==> src/rtl/emu_transactor.sv <==
// emu_transactor: host byte-link transactor for a DUT inside the emulation FPGA.
// The host loads stimulus bytes, steps the DUT through dut_ce for n cycles,
// then reads back the captured DUT outputs and a 16-bit enabled-cycle counter.
module emu_transactor #(
  parameter int STIM_BYTES = 2,
  parameter int OUT_BYTES  = 3,
  parameter int AW         = 4,
  parameter int HB_BIT     = 3
) (
  input  logic                    clk_emu,
  input  logic                    nRST_emu,
  input  logic                    cmd_vld,
  input  logic [1:0]              cmd_emu,
  input  logic [AW-1:0]           Addr_emu,
  input  logic [7:0]              Din_emu,
  output logic [7:0]              Dout_emu,
  output logic                    busy_emu,
  output logic [8*STIM_BYTES-1:0] dut_in,
  input  logic [8*OUT_BYTES-1:0]  dut_out,
  output logic                    dut_ce,
  output logic                    clk_LED
);

  localparam logic [1:0] CMD_WRITE = 2'b00;
  localparam logic [1:0] CMD_READ  = 2'b01;
  localparam logic [1:0] CMD_LOAD  = 2'b10;
  localparam logic [1:0] CMD_RUN   = 2'b11;

  // The counter bytes sit directly above the capture buffer in the read map.
  localparam logic [AW-1:0] CNT_LO_ADDR = AW'(OUT_BYTES);
  localparam logic [AW-1:0] CNT_HI_ADDR = AW'(OUT_BYTES + 1);

  typedef enum logic [1:0] {
    IDLE,
    RUN,
    CAPT
  } state_t;

  state_t      state;
  state_t      state_nxt;
  logic [7:0]  run_cnt;
  logic [7:0]  run_cnt_nxt;
  logic        dut_ce_nxt;
  logic        busy_nxt;
  logic        capture;
  logic        cmd_ok;
  logic [7:0]  stim_buf [STIM_BYTES];
  logic [7:0]  cap_buf  [OUT_BYTES];
  logic [15:0] cyc_cnt;
  logic [7:0]  rd_byte;

  assign cmd_ok  = cmd_vld && (state == IDLE);
  assign clk_LED = cyc_cnt[HB_BIT];

  // Next-state logic: RUN loads n-1 and counts down to zero; CAPT is the settle/capture cycle.
  always_comb begin
    state_nxt   = state;
    run_cnt_nxt = run_cnt;
    dut_ce_nxt  = dut_ce;
    busy_nxt    = busy_emu;
    capture     = 1'b0;
    case (state)
      IDLE: begin
        if (cmd_ok && (cmd_emu == CMD_RUN)) begin
          state_nxt   = RUN;
          dut_ce_nxt  = 1'b1;
          busy_nxt    = 1'b1;
          run_cnt_nxt = Din_emu - 8'd1;
        end
      end
      RUN: begin
        if (run_cnt == 8'd0) begin
          state_nxt  = CAPT;
          dut_ce_nxt = 1'b0;
        end else begin
          run_cnt_nxt = run_cnt - 8'd1;
        end
      end
      CAPT: begin
        state_nxt = IDLE;
        busy_nxt  = 1'b0;
        capture   = 1'b1;
      end
      default: begin
        state_nxt  = IDLE;
        dut_ce_nxt = 1'b0;
        busy_nxt   = 1'b0;
      end
    endcase
  end

  // FSM and run-control registers; reset aborts any RUN without capturing.
  always_ff @(posedge clk_emu or negedge nRST_emu) begin
    if (!nRST_emu) begin
      state    <= IDLE;
      run_cnt  <= 8'd0;
      dut_ce   <= 1'b0;
      busy_emu <= 1'b0;
    end else begin
      state    <= state_nxt;
      run_cnt  <= run_cnt_nxt;
      dut_ce   <= dut_ce_nxt;
      busy_emu <= busy_nxt;
    end
  end

  // Stimulus buffer writes and the one-edge LOAD into dut_in.
  always_ff @(posedge clk_emu or negedge nRST_emu) begin
    if (!nRST_emu) begin
      for (int i = 0; i < STIM_BYTES; i++) stim_buf[i] <= 8'd0;
      dut_in <= '0;
    end else if (cmd_ok) begin
      if (cmd_emu == CMD_WRITE) begin
        for (int i = 0; i < STIM_BYTES; i++) begin
          if (Addr_emu == AW'(i)) stim_buf[i] <= Din_emu;
        end
      end
      if (cmd_emu == CMD_LOAD) begin
        for (int i = 0; i < STIM_BYTES; i++) dut_in[8*i +: 8] <= stim_buf[i];
      end
    end
  end

  // Capture all DUT output bytes once the DUT has settled after the last enabled edge.
  always_ff @(posedge clk_emu or negedge nRST_emu) begin
    if (!nRST_emu) begin
      for (int i = 0; i < OUT_BYTES; i++) cap_buf[i] <= 8'd0;
    end else if (capture) begin
      for (int i = 0; i < OUT_BYTES; i++) cap_buf[i] <= dut_out[8*i +: 8];
    end
  end

  // Free-running count of enabled DUT cycles, wrapping at 16 bits.
  always_ff @(posedge clk_emu or negedge nRST_emu) begin
    if (!nRST_emu) begin
      cyc_cnt <= 16'd0;
    end else if (dut_ce) begin
      cyc_cnt <= cyc_cnt + 16'd1;
    end
  end

  // Read map: capture bytes, then counter low/high, zero elsewhere.
  always_comb begin
    rd_byte = 8'd0;
    for (int i = 0; i < OUT_BYTES; i++) begin
      if (Addr_emu == AW'(i)) rd_byte = cap_buf[i];
    end
    if (Addr_emu == CNT_LO_ADDR) rd_byte = cyc_cnt[7:0];
    if (Addr_emu == CNT_HI_ADDR) rd_byte = cyc_cnt[15:8];
  end

  // Dout_emu only changes on an accepted READ.
  always_ff @(posedge clk_emu or negedge nRST_emu) begin
    if (!nRST_emu) begin
      Dout_emu <= 8'd0;
    end else if (cmd_ok && (cmd_emu == CMD_READ)) begin
      Dout_emu <= rd_byte;
    end
  end

endmodule

==> config.mk <==
export PLATFORM = sky130hd
export DESIGN_NAME = emu_transactor
export DESIGN_NICKNAME = d
export VERILOG_FILES = /design/src/rtl/emu_transactor.sv
export SDC_FILE = /design/constraint.sdc
export NUM_CORES = 1
export LEC_CHECK = 0
export ABC_AREA = 1
export CAP_MARGIN = 25
export CORE_MARGIN = 5
export CORE_UTILIZATION = 41
export CTS_CLUSTER_DIAMETER = 50
export DETAILED_ROUTE_END_ITERATION = 7
export GPL_TIMING_DRIVEN = 1
export PLACE_DENSITY = 0.68
export SLEW_MARGIN = 20
export SYNTH_ARGS = -nofsm -noshare
export SYNTH_HDL_FRONTEND = slang
export SYNTH_SLANG_ARGS = --single-unit
==> constraint.sdc <==
create_clock -name clk_emu -period 2.08 [get_ports clk_emu]
set_input_delay 0.416 -clock clk_emu [delete_from_list [all_inputs] [get_ports clk_emu]]
set_output_delay 0.416 -clock clk_emu [all_outputs]
set_load 0.005 [all_outputs]
==> results.py <==
metrics = {
    "final_layout": {
        "fin_util_pct": 51.6,
        "final_cells": 687,
        "drive_gt1_share_pct": 19.9,
        "final_common_cell": "nand2_1",
        "final_nets": 585,
        "antennaDiodeCount": 0,
        "final_cell_mix": "127 x nand2_1, 92 x dfrtp_1, 66 x clkdlybuf4s50_1",
        "postLayoutCellArea_sq_mm": 0.00554,
        "synthToLayoutAreaGrowth_pct": 24.7,
    },
    "yosys": {
        "yosysUniqueCellTypes": 33,
        "synth_edf_count": 0,
        "yosysWarnings": 0,
        "synth_area_sq_mm": 0.00444,
        "synth-async-reset-ratio_pct": 100,
        "ys.flop_type": "dfrtp_1",
        "syn_area_per_cell_sq_um": 9.62,
        "seq_area_frac_synth_pct": 51.8,
        "synth_seq_cells": 92,
        "syn-num-nets": 505,
        "syn_inst": 462,
    },
    "setup_path": {
        "crit_chain": "clkdlybuf4s50_1",
        "slowest_delay_ns": 0.57,
        "cp-end-kind": "output pin",
        "worst-path-buf-inv": 1,
        "path_max_fanout": 9,
        "worstPathRequired_ns": 1.66,
        "path_class": "register to output pin",
        "arrival_ns": 1.45,
        "crit_path_top_delay_cell": "clkdlybuf4s50_1",
        "cp-start-kind": "register",
        "cp_top_family": "buffers and inverters",
    },
    "clock_network": {
        "cts_sinks": 92,
        "hold_buffers": 1,
        "clock-root-buffer": "clkbuf_8",
        "numCtsBuffers": 9,
        "clockBufferDepth": 2,
        "cts_tree": "yes",
        "clkTransAtPathRegs_ns": 0.09,
        "cts-htree-levels": 3,
        "clock_latency_ns": 0.36,
        "cts_resized": 0,
        "cts_setup_buffers": 0,
    },
    "route": {
        "dr.pass1.iters": 5,
        "first_iter_violations": 120,
        "vias": 3255,
        "drcViolationCount": 0,
        "avgRoutedWirePerCell_um": 14.1,
        "viasPerCell": 4.74,
        "ant_nets": 0,
        "wirelength_um": 9700,
    },
    "worst_hold_path": {
        "hold_class": "register to register",
    },
    "grt": {
        "grt.met1_usage_pct": 20.4,
        "grtUsageTotal_pct": 16.1,
        "global_route.usage.met3_pct": 4.55,
        "grt_max_degree": 40,
        "antenna_found_initial": 0,
        "grt-ovfl-total": 0,
        "grt_use_met2_pct": 26.5,
        "first_global_vias": 3395,
        "busiest_layer": "met2",
        "grt_pass1_wl_um": 16600,
    },
    "floorplan": {
        "start_util_pct": 41.3,
        "pin_count": 68,
        "num_rows": 38,
        "die_h_um": 114,
        "die-area_sq_mm": 0.0130,
        "die_x_um": 114,
        "core_sq_mm": 0.0107,
    },
    "placement": {
        "dp_hpwl_um": 7340,
        "gp_congestion": 0.846,
        "placed_area_sq_mm": 0.00535,
        "dp.cells": 670,
        "dpl_worst_slack_ns": 0.0141,
        "io_buffers": 67,
    },
    "timing": {
        "finalSetupViolations": 0,
        "relSlewSlack_pct": 72.4,
        "skew_ns": 0.0111,
        "min_period_ns": 1.86,
        "timing.final.crit_share_pct": 89.5,
        "fmax_ghz": 0.537,
        "holdWs_ns": 0.488,
        "finalSetupTns_ns": 0,
        "timing.final.ws_setup_ns": 0.218,
        "finalHoldViolCount": 0,
        "rsz0062_at_grt": "no",
        "tightestPinTransition_ns": 0.413,
        "drv_slew": 0,
    },
    "pwr": {
        "finalPower_mw": 3.16,
        "power.leakage_nw": 2.66,
        "pwr_density_cell_mw_per_mm2": 570,
        "irDropWorstVdd_v": 0.000298,
    },
    "outcome": {
        "status": "completed",
    },
    "run": {
        "maxCapViolations": 0,
    },
}
-- logic make-up after synthesis --
kind of cell / synth area share, %
AOI/OAI and AO/OA: 6.20
xor gates and xnor gates: 2.56
adders and majority gates: 0.563
buffers and inverters: 6.67
DFF: 51.8
muxes: 10.5
and+or+nand+nor: 21.7
-- registers in the layout (all words and copies together), names as in the netlist --
register and flops:
dut_ce 1, Dout_emu 8, stim_buf 16, cap_buf 24, dut_in 16, busy_emu 1, cyc_cnt 16, run_cnt 8
state 2
-- cell type report --
cell class	count	area (sq um)
Multi-Input combinational cell	305	1840
Inverter	55	210
Fill cell	1025	5200
Timing Repair Buffer	79	823
Sequential cell	92	2300
Clock inverter	5	35.0
Clock buffer	11	151
Tap cell	140	175
-- layer usage --
metal / routed length [um] / vias up / part of all wire [%]
li1: - / 1637 / -
met1: 4270 / 1533 / 44
met2: 4700 / 73 / 48
met3: 546 / 12 / 5.6
met4: 189 / 0 / 1.9
met5: 0 / - / 0
-- Yosys cell counts (2+ instances only) --
cell type | count | area share [%]
nand4_1 | 4 | 0.56
nor2_1 | 21 | 1.8
inv_1 | 49 | 4.1
dfrtp_1 | 92 | 52
nand2_2 | 8 | 1.1
buf_2 | 3 | 0.34
nor3_2 | 2 | 0.45
nor3_4 | 2 | 0.73
a21oi_1 | 2 | 0.23
inv_2 | 4 | 0.34
o21ai_1 | 7 | 0.79
xor2_1 | 12 | 2.4
nor2_2 | 5 | 0.70
mux2_4 | 10 | 3.4
nand3_1 | 28 | 3.2
nand3_4 | 2 | 0.79
buf_6 | 5 | 1.3
mux2_2 | 28 | 7.1
nand2_1 | 127 | 11
ha_1 | 2 | 0.56
o21ai_2 | 16 | 3.2
nor3_1 | 4 | 0.45
o21ai_0 | 15 | 1.7
nand3b_1 | 4 | 0.68
buf_4 | 2 | 0.34
-- report_power, final --
group / internal [mW] / total (mW) / switching (mW)
Sequential: 1.81 / 1.82 / 0.0120
Clock: 0.502 / 1.14 / 0.635
Combinational: 0.103 / 0.201 / 0.0980
Total: 2.42 / 3.16 / 0.745
-- worst paths after layout --
check | from | cells after the start | slack [ns] | end
setup / recovery | dut_ce | 1 | 0.22 | dut_ce
hold / removal | stim_buf[2] | 2 | 0.49 | stim_buf[2]
setup reg to reg | state[1] | 9 | 0.45 | run_cnt[2]
hold reg to reg | stim_buf[2] | 2 | 0.49 | stim_buf[2]
max in group asynchronous | nRST_emu | 3 | 0.87 | stim_buf[10]
min in group asynchronous | nRST_emu | 2 | 0.51 | cap_buf[15]
No activity file was read; power rests on OpenSTA's default activity.
